File: src/rtl/pc_stack_unit.sv
// -----------------------------------------------------------------------------
// pc_stack_unit
//
// Program counter for the RNBIP processor family. It provides:
//   - increment and load of the PC
//   - a signed, PC-relative branch
//   - a hardware return-address stack with CALL and RET
//   - a sticky error flag for stack overflow and underflow
// PC_out drives the instruction-memory fetch address.
//
// Parameters
//   PC_W       width of the PC, of every target input and of each stack entry
//   STK_DEPTH  number of return-address entries (power of 2, >= 2)
//   RESET_VEC  PC value after reset; also the target selected by SEL = 2'b11
//   OFF_W      width of the signed relative-branch offset
//
// Ports
//   CLK, RST        clock and asynchronous active-high reset
//   I_PC            PC <= PC + 1
//   L_PC            PC <= target(SEL)
//   REL             PC <= PC + sign_extend(OFFSET)
//   CALL            push PC + 1, then PC <= target(SEL)
//   RET             pop the stack top into the PC
//   CLR_ERR         clear STK_ERR (a new error in the same cycle wins)
//   SEL             target select: 00 R0_in, 01 DM_in, 10 OR2_in, 11 RESET_VEC
//   R0_in, DM_in,
//   OR2_in          target sources
//   OFFSET          signed branch offset
//   PC_out          current PC (registered)
//   SP_out          number of stack entries in use, 0..STK_DEPTH
//   STK_FULL        SP_out == STK_DEPTH
//   STK_EMPTY       SP_out == 0
//   STK_ERR         sticky overflow/underflow flag
//
// When several commands are asserted together, only the highest-priority one
// acts. The order, highest first, is RET, CALL, L_PC, REL, I_PC.
// -----------------------------------------------------------------------------
module pc_stack_unit #(
    parameter int unsigned           PC_W      = 8,
    parameter int unsigned           STK_DEPTH = 4,
    parameter logic [PC_W-1:0]       RESET_VEC = '0,
    parameter int unsigned           OFF_W     = 8
) (
    input  logic                          CLK,
    input  logic                          RST,
    input  logic                          I_PC,
    input  logic                          L_PC,
    input  logic                          REL,
    input  logic                          CALL,
    input  logic                          RET,
    input  logic                          CLR_ERR,
    input  logic [1:0]                    SEL,
    input  logic [PC_W-1:0]               R0_in,
    input  logic [PC_W-1:0]               DM_in,
    input  logic [PC_W-1:0]               OR2_in,
    input  logic [OFF_W-1:0]              OFFSET,
    output logic [PC_W-1:0]               PC_out,
    output logic [$clog2(STK_DEPTH):0]    SP_out,
    output logic                          STK_FULL,
    output logic                          STK_EMPTY,
    output logic                          STK_ERR
);

    localparam int unsigned IDX_W = $clog2(STK_DEPTH);
    localparam int unsigned SP_W  = IDX_W + 1;

    // -------------------------------------------------------------------------
    // State
    // -------------------------------------------------------------------------
    logic [PC_W-1:0]  pc_q,  pc_d;
    logic [SP_W-1:0]  sp_q,  sp_d;
    logic             err_q, err_d;

    // The return-address storage has no reset. Its contents are only
    // meaningful below SP, and SP is cleared by reset.
    logic [PC_W-1:0]  stack_q [STK_DEPTH];

    logic             push_en;
    logic [PC_W-1:0]  target;
    logic [PC_W-1:0]  off_ext;
    logic [PC_W-1:0]  pc_plus1;
    logic [IDX_W-1:0] top_idx;
    logic [PC_W-1:0]  top_val;
    logic             full;
    logic             empty;

    // -------------------------------------------------------------------------
    // Offset extension to PC width. A wider offset is truncated. A narrower
    // offset is sign-extended, so that adding it wraps correctly in both
    // directions.
    // -------------------------------------------------------------------------
    generate
        if (OFF_W >= PC_W) begin : g_off_trunc
            assign off_ext = OFFSET[PC_W-1:0];
        end else begin : g_off_sext
            assign off_ext = {{(PC_W-OFF_W){OFFSET[OFF_W-1]}}, OFFSET};
        end
    endgenerate

    // -------------------------------------------------------------------------
    // Target select. The case is fully specified, so SEL = 11 always yields
    // RESET_VEC and never an unknown value.
    // -------------------------------------------------------------------------
    always_comb begin
        target = RESET_VEC;
        case (SEL)
            2'b00:   target = R0_in;
            2'b01:   target = DM_in;
            2'b10:   target = OR2_in;
            default: target = RESET_VEC;
        endcase
    end

    assign pc_plus1 = pc_q + PC_W'(1);
    assign full     = (sp_q == SP_W'(STK_DEPTH));
    assign empty    = (sp_q == '0);

    // The top entry sits at SP-1. Only the low index bits are used. When
    // SP == STK_DEPTH these bits are zero, and subtracting one wraps to
    // STK_DEPTH-1, which is the correct slot.
    assign top_idx  = sp_q[IDX_W-1:0] - IDX_W'(1);
    assign top_val  = stack_q[top_idx];

    // -------------------------------------------------------------------------
    // Next-state logic, evaluated in command-priority order
    // -------------------------------------------------------------------------
    always_comb begin
        pc_d    = pc_q;
        sp_d    = sp_q;
        err_d   = err_q;
        push_en = 1'b0;

        // The clear is applied first. An error raised below in the same
        // cycle overrides it.
        if (CLR_ERR) begin
            err_d = 1'b0;
        end

        if (RET) begin
            if (empty) begin
                err_d = 1'b1;
            end else begin
                pc_d = top_val;
                sp_d = sp_q - SP_W'(1);
            end
        end else if (CALL) begin
            if (full) begin
                err_d = 1'b1;
            end else begin
                push_en = 1'b1;
                sp_d    = sp_q + SP_W'(1);
                pc_d    = target;
            end
        end else if (L_PC) begin
            pc_d = target;
        end else if (REL) begin
            pc_d = pc_q + off_ext;
        end else if (I_PC) begin
            pc_d = pc_plus1;
        end
    end

    // -------------------------------------------------------------------------
    // Registers
    // -------------------------------------------------------------------------
    always_ff @(posedge CLK or posedge RST) begin
        if (RST) begin
            pc_q  <= RESET_VEC;
            sp_q  <= '0;
            err_q <= 1'b0;
        end else begin
            pc_q  <= pc_d;
            sp_q  <= sp_d;
            err_q <= err_d;
        end
    end

    always_ff @(posedge CLK) begin
        if (push_en) begin
            stack_q[sp_q[IDX_W-1:0]] <= pc_plus1;
        end
    end

    // -------------------------------------------------------------------------
    // Outputs
    // -------------------------------------------------------------------------
    assign PC_out    = pc_q;
    assign SP_out    = sp_q;
    assign STK_FULL  = full;
    assign STK_EMPTY = empty;
    assign STK_ERR   = err_q;

endmodule

File: config.mk
export PLATFORM = sky130hd
export DESIGN_NAME = pc_stack_unit
export DESIGN_NICKNAME = d
export VERILOG_FILES = /design/src/rtl/pc_stack_unit.sv
export SDC_FILE = /design/constraint.sdc
export NUM_CORES = 1
export LEC_CHECK = 0
export BUFFER_PORTS_ARGS = -buffer_cell sky130_fd_sc_hd__buf_2
export CAP_MARGIN = 5
export CORE_ASPECT_RATIO = 1.1
export CORE_MARGIN = 5
export CORE_UTILIZATION = 49
export CTS_CLUSTER_DIAMETER = 80
export DETAILED_ROUTE_END_ITERATION = 8
export MAX_ROUTING_LAYER = met4
export PLACE_DENSITY = 0.72
export SLEW_MARGIN = 20
export SYNTH_ARGS = -nofsm -noshare
export SYNTH_HDL_FRONTEND = slang
export SYNTH_SLANG_ARGS = --single-unit
export TNS_END_PERCENT = 1
File: constraint.sdc
create_clock -name CLK -period 1.9 [get_ports CLK]
set_input_delay 0.38 -clock CLK [delete_from_list [all_inputs] [get_ports CLK]]
set_output_delay 0.38 -clock CLK [all_outputs]
set_load 0.05 [all_outputs]
# Word-level counts from Yosys, hierarchy flattened
# Memories as Yosys holds them, arrays and structs flattened.
# Index checks and enable logic that the tools add are counted.
[totals]
regBits = 12
mem_bits_rw = 32
n_memories = 1
[op_classes]
addsub = 5
n_eq_ne = 6
muxes = 22
reduce_logical = 6
[memory_table]
columns = ["name", "words", "word_bits", "rd", "rd_clocked_by_memory_dff", "wr", "line", "source"]
rows = [
  ["stack_q", 4, 8, 1, 0, 1, "76", "logic [PC_W-1:0] stack_q [STK_DEPTH];"],
]
[op_table]
columns = ["op", "count"]
rows = [
  ["$mux 8", 7],
  ["$pmux 8 s3", 1],
  ["$mux 3", 4],
  ["$mux 1", 10],
  ["$add 8x1->8 const B", 1],
  ["$add 8x8->8", 1],
  ["$reduce_and 3->1", 2],
  ["$reduce_bool 5->1", 1],
  ["$ne 2x2->1 const B", 2],
  ["$add 3x1->3 const B", 1],
  ["$eq 3x3->1 const B", 1],
  ["$logic_not 3->1", 1],
  ["$ne 3x3->1 const B", 1],
  ["$sub 3x1->3 const B", 1],
  ["$eq 2x1->1 const B", 1],
  ["$eq 2x2->1 const B", 1],
  ["$logic_not 2->1", 1],
  ["$reduce_bool 2->1", 1],
  ["$sub 2x1->2 const B", 1],
]

# Depth between registers and ports, before layout
[logic_depth]
depth_word = 6
depth_mapped = 9

# Least setup slack after synthesis
# Ideal clock, no wire load.
[synth_timing]
kind = "register to register"
startpoint = "reg sp_q[0] (netlist: SP_out[0])"
endpoint = "mem stack_q[2][0], enable pin"
setup_time_ns = 0.332
t_arrival_ns = 2.058
setup_slack_ns = -0.490
path_stages_with_launch = 8
period_less_slack_ns = 2.390
path_cell_list = "dfrtp_1 > buf_6 > inv_1 > ha_1 > nand2_1 > inv_1 > nor2_1 > and2_1"
[synth_between]
elab_chain_cells = 6
[synth_rtl]
columns = ["element", "line", "source"]
rows = [
  ["from (decl)", "71", "logic [SP_W-1:0] sp_q, sp_d;"],
  ["from (signal assigned)", "173", "sp_q <= sp_d;"],
  ["$eq 3x3->1", "115", "assign full = (sp_q == SP_W'(STK_DEPTH));"],
  ["named net STK_FULL", "59", "output logic STK_FULL,"],
  ["$mux 1", "147", "if (full) begin"],
  ["$mux 1", "146", "end else if (CALL) begin"],
  ["$mux 1", "139", "if (RET) begin"],
  ["$mux 1", "179", "if (push_en) begin"],
  ["$mux 1 (not written as such)", "180", "stack_q[sp_q[IDX_W-1:0]] <= pc_plus1;"],
  ["to (decl)", "76", ""],
]
# The timed path passes the listed nets, and every way through them passes these cells.

# Worst setup path after layout
[layout_timing]
startpoint = "reg pc_q[0] (netlist: PC_out[0])"
endpoint = "reg pc_q[6] (netlist: PC_out[6])"
[layout_between]
elab_chain_cells = 6
[layout_rtl]
columns = ["element", "line", "source"]
rows = [
  ["from (decl)", "70", "logic [PC_W-1:0] pc_q, pc_d;"],
  ["from (signal assigned)", "172", "pc_q <= pc_d;"],
  ["$add 8x1->8", "114", "assign pc_plus1 = pc_q + PC_W'(1);"],
  ["$mux 8", "158", "end else if (I_PC) begin"],
  ["$mux 8 (*)", "156", "end else if (REL) begin"],
  ["$mux 8 (*)", "154", "end else if (L_PC) begin"],
  ["$mux 8 (*)", "146", ""],
  ["$mux 8 (*)", "139", ""],
]
# Mark *: on every way between the ends. The rest lies on a longest branch, timed or not. The select of a mux whose other input is x is not followed.
# A chain may end at the register's enable or synchronous reset.

==> impl_metrics.yaml <==
global_routing:
  grt-busiest-layer: "met2"
  grt_util_met1_pct: 24.78
  grt_max_degree: 15
  grt_antenna_before_repair: 0
  grtUsageMet3_pct: 3.106
  gr-usage-met2_pct: 33.89
  grt_pass1_wl_um: 10360
  grt.overflow.total: 0
  grt_usage_pct: 19.96
  grt_pass1_vias: 2071
worst_setup_path:
  cp-start-kind: "flop"
  cp.arrival_ns: 2.06
  max_stage_delay_ns: 0.49
  crit_type: "flop to flop"
  setup.worst_path.end_class: "flop"
  path_buf_inv: 1
  cpMaxStageDelayCell: "dfrtp_4"
  crit_fanout: 3
  required_ns: 2.07
  path_delay_family: "compound AO/OA/AOI/OAI gates"
  crit_chain: "ha_4, inv_1, fa_2, nor2b_2, o31a_1, o2111a_1, o31ai_2, a21oi_1"
timing:
  slew_viol_final: 0
  setup_slack_ns: 0.01503
  worst_pin_slew_ns: 0.5150
  setup-violations-final: 0
  fin_worst_skew_ns: 0.01233
  period_share_pct: 99.21
  period_needed_ns: 1.885
  rsz0062_at_grt: "yes"
  hold_viol: 0
  max_freq_mhz: 530.5
  relSlewSlack_pct: 65.63
logic_synthesis:
  synthTopCellsByArea: "edfxtp_1 36%, dfrtp_1 11%, mux4_2 6.7%, ha_1 5.6%, a21oi_1 3.7%"
  syn_nets: 289
  ys.flop_type: "edfxtp_1"
  ys_seq_area_share_pct: 47.21
  synth_enable_flop_cells: 32
  yosysMostFrequentCell: "edfxtp_1"
  yosysTopAreaCell: "edfxtp_1"
  netlist_area_sq_mm: 0.002671
  synth-warning-count: 0
  synth_cells: 233
  syn_avg_cell_area_sq_um: 11.46
  synth_seq_cells: 44
  synth_top_area_share_pct: 35.97
  synth_common_cells: "32 x edfxtp_1, 20 x a21oi_1, 18 x nor2_1"
  synthDistinctLibCells: 49
  synthArstFlopShare_pct: 27.27
placed_design:
  place_ws_ns: -0.08842
  dp_hpwl_um: 5194
  dpl-instance-area_sq_mm: 0.003198
  port_buffers: 55
  gp_congestion: 0.8830
clock_network:
  clk_latency_ns: 0.29
  cts_hold_buf: 0
  h-tree-depth: 2
  clkTransAtPathRegs_ns: 0.09
  cts_tree: "done"
  numCtsBuffers: 5
  ctsLongestPathBuffers: 2
  cts_root_buffer: "clkbuf_8"
  cts_setup_buffers: 0
  clock-sinks: 44
detailed_routing:
  drt_iter0_drc: 119
  wl_per_cell_um: 17.34
  vias: 2140
  avgViaCountPerCell: 5.602
  routed_wl_um: 6622
  dr.pass1.iters: 4
  drc: 0
  ant_nets: 0
pwr:
  ir_drop_uv: 925.8
  power_mw: 5.304
  power_leakage_nw: 1.365
  power_density_mw_per_mm2: 1601
job:
  max_cap_violations: 0
floorplanning:
  rows: 28
  die_h_um: 87.44
  core_region_area_sq_mm: 0.005325
  die_w_um: 80.40
  start_util_pct: 50.16
  die_area_sq_mm: 0.007030
  io_pins: 56
min_path:
  hold_path_class: "input pin to asynchronous set/reset pin"
finish:
  layout.nets: 362
  drive_gt1_share_pct: 39.74
  final_util_pct: 62.22
  diodes: 0
  multi_input_area_sq_mm: 0.001351
  areaGrowthSynthToFinish_pct: 24.03
  seqCellArea_sq_mm: 0.001271
  final_area_sq_mm: 0.003313
  nFillCells: 457
outcome:
  outcome: "complete, no violations"
==> cell type report <==
cell class	instances	area share (%)
multi-input combinational	163	40.79
sequential	44	38.37
timing repair buffer	77	13.48
tap	75	2.832
clock buffer	5	2.077
inverter	15	2.039
clock inverter	3	0.4154
==> registers in the layout (all words and copies together) (netlist names) <==
register and count:
PC_out 8, STK_ERR 1, SP_out 3, stack_q 32
==> cells in the final DEF (no fill, tap or decap), types with 4 or more instances in the layout <==
| cell type | count |
|---|---|
| a211o_1 | 4 |
| a21oi_1 | 20 |
| a221oi_1 | 5 |
| buf_2 | 54 |
| buf_4 | 22 |
| clkbuf_8 | 5 |
| dfrtp_1 | 6 |
| dfrtp_2 | 5 |
| edfxtp_1 | 32 |
| ha_1 | 10 |
| inv_1 | 11 |
| mux2_2 | 4 |
| mux2i_1 | 5 |
| mux4_2 | 8 |
| nand2_1 | 12 |
| nand3_1 | 5 |
| nor2_1 | 17 |
| o21ai_0 | 9 |
| o22ai_1 | 4 |
==> logic make-up after synthesis <==
group	after synthesis	synth area share [%]
AO/OA/AOI/OAI	67	17.00
AND/OR/NAND/NOR	57	10.59
flip-flops	44	47.21
buffers and inverters	26	4.871
multiplexers	17	10.30
adder cells (fa/ha/maj)	14	7.119
XOR/XNOR	8	2.904
==> worst paths after layout <==
check,startpoint,cells past startpoint,to,slack (ns)
hold reg to reg,STK_ERR,2,STK_ERR,0.57
max in group asynchronous,RST,2,PC_out[0],1.41
setup / recovery,PC_out[0],8,PC_out[6],0.02
min in group CLK,CLR_ERR,2,STK_ERR,0.27
setup reg to reg,PC_out[0],8,PC_out[6],0.02
hold / removal,RST,2,STK_ERR,0.10
==> stage by stage <==
step	instances	hold slack (ns)	TNS, ns
6_report	382	0.1020	0
4_1_cts	382	0.1109	0
5_1_grt	382	0.1505	-0.2717
2_1_floorplan	233	0.2444	-2.919
3_5_place_dp	374	0.4308	-0.1466
3_3_place_gp	374	0.4283	-0.06009
==> power by group <==
part,total [mW],internal [mW],switching [mW],leakage [nW]
logic,3.17,1.27,1.90,0.894
clock network,0.555,0.250,0.305,0.0453
registers,1.58,1.42,0.154,0.426
==> timing repair <==
action                                 4_1_cts  5_1_grt
setup endpoints to repair                    2        7
pin swaps                                    0        7
endpoints found under the hold margin        0        0
resized for setup                            3        9
==> metal layers <==
| metal | up-vias | wire length, um |
|---|---|---|
| met3 | 16 | 347 |
| met4 | 0 | 167 |
| met2 | 77 | 3294 |
| met1 | 1017 | 2813 |
| li1 | 1030 | - |
| met5 | - | 0 |
Power figures use the tool's default switching activity.
